File: src/rtl/bitnet_mv_accel_if.sv
// Native valid/ready memory bus used by the BitNet matrix-vector accelerator.
// The master drives a request and holds it until mem_ready; the slave acks for one cycle.
interface bitnet_mv_accel_if;
    logic        mem_valid;
    logic        mem_ready;
    logic [11:0] mem_addr;
    logic [31:0] mem_wdata;
    logic [3:0]  mem_wstrb;
    logic [31:0] mem_rdata;

    modport master (
        output mem_valid,
        output mem_addr,
        output mem_wdata,
        output mem_wstrb,
        input  mem_ready,
        input  mem_rdata
    );

    modport slave (
        input  mem_valid,
        input  mem_addr,
        input  mem_wdata,
        input  mem_wstrb,
        output mem_ready,
        output mem_rdata
    );
endinterface

File: src/rtl/bitnet_mv_accel.sv
// Ternary (BitNet) dot-product engine: sum(a[i]*w[i]) over LEN entries, LANES per cycle.
// Optional feature macro: BITNET_MV_SAT_EN -- saturating accumulation with sticky STATUS.OVF.
// Without it the accumulator wraps modulo 2^ACC_W and OVF always reads 0.
module bitnet_mv_accel #(
    parameter int unsigned DEPTH = 16,
    parameter int unsigned LANES = 1,
    parameter int unsigned ACT_W = 8,
    parameter int unsigned ACC_W = 24
) (
    input  logic             clock,
    input  logic             reset_n,
    bitnet_mv_accel_if.slave bus,
    output logic             irq,
    output logic             busy
);

    localparam int unsigned AW = (DEPTH > 1) ? $clog2(DEPTH) : 1;
    // Length/index width must hold DEPTH itself
    localparam int unsigned LW = AW + 1;
    // Headroom so an accumulate step never overflows before clipping/wrapping
    localparam int unsigned SW = ACC_W + $clog2(LANES) + 2;

    typedef enum logic [1:0] {StIdle, StRun, StDone} state_e;

    state_e                   state_q, state_d;
    logic                     ready_q;
    logic [31:0]              rdata_q, rd_val;
    logic                     irq_en_q, done_q, err_q, ovf_q;
    logic [LW-1:0]            len_q, idx_q, len_wr, pos;
    logic [ACC_W-1:0]         acc_q, acc_next, result_q;
    logic signed [SW-1:0]     lane_sum, sum_ext;
    logic                     clip;
    logic [1:0]               wgt_q [DEPTH];
    logic [ACT_W-1:0]         act_q [DEPTH];

    logic                     access, wr_en, running, run_last;
    logic [3:0]               region;
    logic [5:0]               off;
    logic                     in_buf;
    logic [AW-1:0]            buf_idx;
    logic                     wr_ctrl, wr_status, wr_len, wr_wgt, wr_act;
    logic                     start_req, abort_req, err_set;
    logic                     unused_bits;

    // Request is accepted on the edge that raises mem_ready; writes commit at the end of the ack.
    assign access  = bus.mem_valid & ~ready_q;
    assign wr_en   = bus.mem_valid & ready_q & (|bus.mem_wstrb);
    assign running = (state_q == StRun);

    assign region  = bus.mem_addr[11:8];
    assign off     = bus.mem_addr[7:2];
    assign in_buf  = (32'(off) < DEPTH);
    assign buf_idx = off[AW-1:0];

    assign wr_ctrl   = wr_en && (region == 4'h0) && (off == 6'd0);
    assign wr_status = wr_en && (region == 4'h0) && (off == 6'd1);
    assign wr_len    = wr_en && (region == 4'h0) && (off == 6'd2);
    assign wr_wgt    = wr_en && (region == 4'h1) && in_buf;
    assign wr_act    = wr_en && (region == 4'h2) && in_buf;

    assign start_req = wr_ctrl & bus.mem_wdata[0] & ~running;
    assign abort_req = wr_ctrl & bus.mem_wdata[2] & running;
    assign err_set   = running & ((wr_ctrl & bus.mem_wdata[0]) | wr_len | wr_wgt | wr_act);

    assign len_wr   = (bus.mem_wdata > 32'(DEPTH)) ? LW'(DEPTH) : bus.mem_wdata[LW-1:0];
    assign run_last = ((idx_q + LW'(LANES)) >= len_q);

    assign bus.mem_ready = ready_q;
    assign bus.mem_rdata = rdata_q;

    assign unused_bits = ^{bus.mem_addr[1:0], sum_ext};

    // FSM state register
    always_ff @(posedge clock) begin
        if (!reset_n) begin
            state_q <= StIdle;
        end else begin
            state_q <= state_d;
        end
    end

    // FSM next-state
    always_comb begin
        state_d = state_q;
        case (state_q)
            StIdle: begin
                if (start_req) state_d = (len_q == '0) ? StDone : StRun;
            end
            StRun: begin
                if (abort_req)     state_d = StIdle;
                else if (run_last) state_d = StDone;
            end
            StDone: begin
                if (start_req) state_d = (len_q == '0) ? StDone : StRun;
                else           state_d = StIdle;
            end
            default: state_d = StIdle;
        endcase
    end

    // FSM outputs
    always_comb begin
        busy = running;
        irq  = done_q & irq_en_q;
    end

    // Sum of this cycle's ternary products; lanes past LEN contribute nothing
    always_comb begin
        lane_sum = '0;
        pos      = '0;
        for (int unsigned k = 0; k < LANES; k++) begin
            pos = idx_q + LW'(k);
            if (pos < len_q) begin
                case (wgt_q[pos[AW-1:0]])
                    2'b01:   lane_sum = lane_sum + SW'($signed(act_q[pos[AW-1:0]]));
                    2'b11:   lane_sum = lane_sum - SW'($signed(act_q[pos[AW-1:0]]));
                    default: ;
                endcase
            end
        end
    end

    // Accumulate step: saturating or wrapping depending on build
    always_comb begin
        sum_ext = SW'($signed(acc_q)) + lane_sum;
`ifdef BITNET_MV_SAT_EN
        if (sum_ext > $signed({{(SW - ACC_W + 1){1'b0}}, {(ACC_W - 1){1'b1}}})) begin
            acc_next = {1'b0, {(ACC_W - 1){1'b1}}};
            clip     = 1'b1;
        end else if (sum_ext < $signed({{(SW - ACC_W + 1){1'b1}}, {(ACC_W - 1){1'b0}}})) begin
            acc_next = {1'b1, {(ACC_W - 1){1'b0}}};
            clip     = 1'b1;
        end else begin
            acc_next = sum_ext[ACC_W-1:0];
            clip     = 1'b0;
        end
`else
        acc_next = sum_ext[ACC_W-1:0];
        clip     = 1'b0;
`endif
    end

    // Engine index and accumulator
    always_ff @(posedge clock) begin
        if (!reset_n) begin
            idx_q <= '0;
            acc_q <= '0;
        end else if (start_req) begin
            idx_q <= '0;
            acc_q <= '0;
        end else if (running) begin
            idx_q <= idx_q + LW'(LANES);
            acc_q <= acc_next;
        end
    end

    // Control/status registers; a DONE set in the same cycle as its W1C clear wins
    always_ff @(posedge clock) begin
        if (!reset_n) begin
            irq_en_q <= 1'b0;
            done_q   <= 1'b0;
            err_q    <= 1'b0;
            ovf_q    <= 1'b0;
            len_q    <= '0;
            result_q <= '0;
        end else begin
            if (wr_ctrl) irq_en_q <= bus.mem_wdata[1];
            if (wr_len && !running) len_q <= len_wr;
            if (state_q == StDone) result_q <= acc_q;
            done_q <= (state_q == StDone) | (done_q & ~(wr_status & bus.mem_wdata[0]));
            err_q  <= err_set | (err_q & ~(wr_status & bus.mem_wdata[2]));
            ovf_q  <= (running & clip) | (ovf_q & ~(wr_status & bus.mem_wdata[3]));
        end
    end

    // Operand buffers (not reset); frozen while the engine runs
    always_ff @(posedge clock) begin
        if (wr_wgt && !running) wgt_q[buf_idx] <= bus.mem_wdata[1:0];
        if (wr_act && !running) act_q[buf_idx] <= bus.mem_wdata[ACT_W-1:0];
    end

    // Read-data mux
    always_comb begin
        rd_val = '0;
        case (region)
            4'h0: begin
                case (off)
                    6'd0:    rd_val = {30'd0, irq_en_q, 1'b0};
                    6'd1:    rd_val = {28'd0, ovf_q, err_q, running, done_q};
                    6'd2:    rd_val = 32'(len_q);
                    6'd3:    rd_val = 32'($signed(result_q));
                    default: ;
                endcase
            end
            4'h1:    if (in_buf) rd_val = {30'd0, wgt_q[buf_idx]};
            4'h2:    if (in_buf) rd_val = 32'($signed(act_q[buf_idx]));
            default: ;
        endcase
    end

    // One-cycle acknowledge with registered read data
    always_ff @(posedge clock) begin
        if (!reset_n) begin
            ready_q <= 1'b0;
            rdata_q <= '0;
        end else begin
            ready_q <= access;
            rdata_q <= (access && (bus.mem_wstrb == 4'b0)) ? rd_val : '0;
        end
    end

endmodule

File: src/flat_wrapper.sv
// flat-port wrapper written by rule: the top's interface ports become plain ports
module bitnet_mv_accel_flat 
#(
    parameter int unsigned DEPTH = 16,
    parameter int unsigned LANES = 1,
    parameter int unsigned ACT_W = 8,
    parameter int unsigned ACC_W = 24
)
  (clock, reset_n, irq, busy, bus_mem_valid, bus_mem_addr, bus_mem_wdata, bus_mem_wstrb, bus_mem_ready, bus_mem_rdata);
  bitnet_mv_accel_if bus_i ();
  input  logic clock;
  input  logic reset_n;
  output logic irq;
  output logic busy;
  input wire logic [$bits(bus_i.mem_valid)-1:0] bus_mem_valid;
  input wire logic [$bits(bus_i.mem_addr)-1:0] bus_mem_addr;
  input wire logic [$bits(bus_i.mem_wdata)-1:0] bus_mem_wdata;
  input wire logic [$bits(bus_i.mem_wstrb)-1:0] bus_mem_wstrb;
  output wire logic [$bits(bus_i.mem_ready)-1:0] bus_mem_ready;
  output wire logic [$bits(bus_i.mem_rdata)-1:0] bus_mem_rdata;
  assign bus_i.mem_valid = bus_mem_valid;
  assign bus_i.mem_addr = bus_mem_addr;
  assign bus_i.mem_wdata = bus_mem_wdata;
  assign bus_i.mem_wstrb = bus_mem_wstrb;
  assign bus_mem_ready = bus_i.mem_ready;
  assign bus_mem_rdata = bus_i.mem_rdata;
  bitnet_mv_accel #(.DEPTH(DEPTH), .LANES(LANES), .ACT_W(ACT_W), .ACC_W(ACC_W)) u_core (.clock(clock), .reset_n(reset_n), .bus(bus_i), .irq(irq), .busy(busy));
endmodule
File: config.mk
export PLATFORM = sky130hd
export DESIGN_NAME = bitnet_mv_accel_flat
export DESIGN_NICKNAME = d
export VERILOG_FILES = /design/src/rtl/bitnet_mv_accel_if.sv /design/src/rtl/bitnet_mv_accel.sv /design/src/flat_wrapper.sv
export SDC_FILE = /design/constraint.sdc
export NUM_CORES = 1
export LEC_CHECK = 0
export CAP_MARGIN = 20
export CORE_MARGIN = 2
export CORE_UTILIZATION = 45
export DETAILED_ROUTE_END_ITERATION = 10
export DONT_BUFFER_PORTS = 1
export GPL_TIMING_DRIVEN = 0
export MAX_ROUTING_LAYER = met4
export SETUP_SLACK_MARGIN = 0.5
export SYNTH_ARGS = -nofsm -noshare
export SYNTH_HDL_FRONTEND = slang
export SYNTH_SLANG_ARGS = --single-unit
export TNS_END_PERCENT = 5
File: constraint.sdc
create_clock -name clock -period 9.63 [get_ports clock]
set_input_delay 2.4075 -clock clock [delete_from_list [all_inputs] [get_ports clock]]
set_output_delay 2.4075 -clock clock [all_outputs]
set_load 0.01 [all_outputs]
==> insert_results.sql <==
INSERT INTO impl_metrics (metric_group, metric, value, unit) VALUES
('timing', 'setup_total_negative_slack', '0', 'ns'),
('synthesis', 'syn_nets', '1069', ''),
('timing', 'grt_setup_unrepaired', 'no', ''),
('synthesis', 'netlist-cell-type-count', '60', ''),
('timing', 'report.final.hold_viol_count', '0', ''),
('power', 'worst_ir_drop_vdd', '144', 'µV'),
('cts', 'cts_num_sinks', '253', ''),
('floorplanning', 'start_util', '45.9', '%'),
('timing', 'setup_viol', '0', ''),
('synthesis', 'synth-async-reset-ratio', '0', '%'),
('timing', 'maxSlewViolCount', '0', ''),
('synthesis', 'post_synth_edffs', '160', ''),
('timing', 'fmax', '0.158', 'GHz'),
('power', 'combinationalPowerShare', '2.7', '%'),
('place', 'dp_hpwl', '23.4', 'mm'),
('synthesis', 'synth.cell_area', '12400', 'µm²'),
('synthesis', 'post_synth_inst_count', '982', ''),
('place', 'place.port_buffers', '0', ''),
('synthesis', 'yosysWarningCount', '0', ''),
('cts', 'worstSkewPairLatency', '0.56', 'ns'),
('cts', 'tritoncts.num_buffers', '27', ''),
('detailed_routing', 'detailedRoute.firstIterationViolations', '721', ''),
('finish', 'syn2layout_area_growth', '11.5', '%'),
('grt', 'groute.layer.met3.usage', '4.19', '%'),
('power', 'internal_power', '0.00183', 'W'),
('cts', 'ctsResizeCount', '0', ''),
('grt', 'grt_start_max_net_pins', '37', ''),
('critical_path', 'worst_ep_required_time', '10.04', 'ns'),
('worst_hold_path', 'timing.hold.worst.class', 'reg -> reg', ''),
('timing', 'setup_slack', '3.30', 'ns'),
('floorplanning', 'die_y', '170', 'µm'),
('timing', 'finClkSkew', '0.0271', 'ns'),
('cts', 'cts.root.buffer_cell', 'sky130_fd_sc_hd__clkbuf_16', ''),
('detailed_routing', 'drt_pre_antenna_iters', '5', ''),
('grt', 'grt_antenna_before_repair', '3', ''),
('place', 'dpl-instance-area', '12800', 'µm²'),
('detailed_routing', 'route.detailed.drc', '0', ''),
('place', 'dp_slack', '3.32', 'ns'),
('synthesis', 'syn_area_per_cell', '12.6', 'µm²'),
('detailed_routing', 'vias', '8206', ''),
('grt', 'vias_in_the_first_global_route', '8194', ''),
('cts', 'holdBufCountCts', '0', ''),
('finish', 'finalInstanceArea', '13800', 'µm²'),
('detailed_routing', 'total_wirelength', '32.5', 'mm'),
('floorplanning', 'core-area', '27000', 'µm²'),
('grt', 'grt_most_used_layer', 'met2', ''),
('power', 'power_switching', '0.000479', 'W'),
('critical_path', 'critPathLaunchType', 'register', ''),
('cts', 'htreeDepth', '1', ''),
('critical_path', 'critical_path_class', 'reg -> reg', ''),
('detailed_routing', 'viasPerCell', '5.95', ''),
('floorplanning', 'pin_count', '86', ''),
('flow_run', 'number_of_maximum_capacitance_constraint_violations', '0', ''),
('cts', 'cts.path.max_buffers', '3', ''),
('timing', 'slew_limit_headroom', '22.9', '%'),
('run_status', 'run_status', 'completed', ''),
('detailed_routing', 'antenna_violating_nets_post_route', '0', ''),
('power', 'seq_power_share', '49.9', '%'),
('grt', 'grt_overflow', '0', ''),
('timing', 'timing.final.crit_share', '65.8', '%'),
('floorplanning', 'row_count', '60', ''),
('grt', 'grt_usage', '23.5', '%'),
('power', 'share_clk_of_total_power', '47.4', '%'),
('grt', 'first_pass_grt_wire_length', '48.6', 'mm'),
('synthesis', 'synth.top_cells.by_count', '160 x sky130_fd_sc_hd__edfxtp_1, 121 x sky130_fd_sc_hd__nand2_1, 93 x sky130_fd_sc_hd__dfxtp_1, 93 x sky130_fd_sc_hd__nor2_1, 89 x sky130_fd_sc_hd__mux4_2', ''),
('grt', 'met2_track_demand_over_resource', '39.6', '%'),
('detailed_routing', 'mean_routed_wirelength_per_cell', '23.6', 'µm'),
('power', 'power.share.switching', '20.8', '%'),
('synthesis', 'yosys_most_used_dff', 'sky130_fd_sc_hd__edfxtp_1', ''),
('place', 'gp_routability_congestion', '0.861', ''),
('finish', 'nets', '1102', '');
==> cell families after synthesis <==
group           after synthesis  share of synthesized area, %
compound gates              179                          8.81
xor+xnor                     30                          2.12
fa+ha+maj                    36                          3.69
buf+inv                      82                          3.11
flops                       253                          53.8
mux                         109                          18.1
simple gates                293                          10.4
==> sequential cells by signal, indices dropped and copies added (netlist names), named ones only <==
signal and count:
u_core.idx_q 5, u_core.bus.mem_rdata 24, u_core.wgt_q 32, u_core.act_q 128
u_core.acc_q 24, u_core.len_q 5, u_core.result_q 24, u_core.state_q 2
u_core.ovf_q 1, u_core.bus.mem_ready 1, u_core.irq_en_q 1, u_core.done_q 1
u_core.err_q 1
==> worst max-delay path, cell delays in order, from the launching register on <==
cell                        delay (ns)
sky130_fd_sc_hd__dfxtp_1          0.30
sky130_fd_sc_hd__buf_2            0.26
sky130_fd_sc_hd__buf_4            0.31
sky130_fd_sc_hd__buf_2            0.33
sky130_fd_sc_hd__clkbuf_1         0.63
sky130_fd_sc_hd__mux4_2           0.42
sky130_fd_sc_hd__mux4_2           0.57
sky130_fd_sc_hd__clkinv_1         0.09
sky130_fd_sc_hd__ha_1             0.19
sky130_fd_sc_hd__nand3_1          0.09
sky130_fd_sc_hd__o311a_4          0.43
sky130_fd_sc_hd__ha_1             0.40
sky130_fd_sc_hd__a21o_1           0.19
sky130_fd_sc_hd__a21oi_1          0.23
sky130_fd_sc_hd__nand3b_1         0.11
sky130_fd_sc_hd__a311oi_1         0.37
sky130_fd_sc_hd__nor3_1           0.12
sky130_fd_sc_hd__a2111oi_0        0.65
sky130_fd_sc_hd__a21oi_1          0.19
sky130_fd_sc_hd__xnor2_1          0.17
sky130_fd_sc_hd__o22ai_1          0.10
==> layout make-up <==
type | count | area (µm²)
Antenna cell | 3 | 7.51
Clock inverter | 17 | 208
Inverter | 20 | 75.1
Clock buffer | 33 | 729
Timing Repair Buffer | 4 | 48.8
Multi-Input combinational cell | 647 | 5350
Tap cell | 341 | 427
Fill cell | 2350 | 13200
Buffer | 62 | 310
Sequential cell | 253 | 6670
==> layer usage <==
metal / share of wire (%) / vias to the layer above / routed length [µm]
met4: 2.7 / 0 / 888
met5: 0 / - / 0
met2: 50 / 294 / 16200
met1: 41 / 4075 / 13200
met3: 6.9 / 60 / 2230
li1: - / 3777 / -
==> worst paths after layout <==
kind                                     from                                to  slack, ns  cells after the start
max                                  register     u_core.acc_q[22]$_SDFFE_PP0P_       3.30                     20
min          u_core.result_q[15]$_SDFFE_PN0P_  u_core.result_q[15]$_SDFFE_PN0P_       0.46                      2
max reg2reg                          register     u_core.acc_q[22]$_SDFFE_PP0P_       3.30                     20
min reg2reg  u_core.result_q[15]$_SDFFE_PN0P_  u_core.result_q[15]$_SDFFE_PN0P_       0.46                      2
==> layout by cell type (no fill, tap or decap), types with 12 or more instances in the layout <==
master                      netlist  final
sky130_fd_sc_hd__clkbuf_1        32     36
sky130_fd_sc_hd__dfxtp_1         93     93
sky130_fd_sc_hd__o21ai_0         22     22
sky130_fd_sc_hd__a21oi_1         88     88
sky130_fd_sc_hd__inv_1           17     17
sky130_fd_sc_hd__nand3_1         14     14
sky130_fd_sc_hd__nand2_1        121    121
sky130_fd_sc_hd__mux2i_1         16     16
sky130_fd_sc_hd__clkbuf_16        0     28
sky130_fd_sc_hd__xnor2_1         22     22
sky130_fd_sc_hd__edfxtp_1       160    160
sky130_fd_sc_hd__ha_1            35     35
sky130_fd_sc_hd__a22oi_1         12     12
sky130_fd_sc_hd__nor2_1          93     93
sky130_fd_sc_hd__mux4_2          89     89
sky130_fd_sc_hd__a21o_1          12     12
==> power groups by stage <==
| stage | Sequential (W) | Combinational [W] | Clock, W |
|---|---|---|---|
| after floorplan | 0.00117 | 0.0000422 | 0 |
| after global placement | 0.00117 | 0.0000604 | 0 |
| after detailed placement | 0.00117 | 0.0000606 | 0 |
| after CTS | 0.00115 | 0.0000608 | 0.00110 |
| after global routing | 0.00115 | 0.0000650 | 0.00115 |
| final | 0.00115 | 0.0000616 | 0.00109 |
==> through the flow <==
stage / total power (W) / hold WS (ns) / instances / utilization (%)
floorplan: 0.00122 / 0.412 / 982 / -
global placement: 0.00124 / 0.425 / 1323 / 47.5
detailed placement: 0.00124 / 0.434 / 1324 / 47.5
CTS: 0.00231 / 0.445 / 1374 / 51.0
global route: 0.00237 / 0.477 / 1380 / 51.1
finish: 0.00231 / 0.457 / 1380 / 51.1
Power figures use the tool's default switching activity.
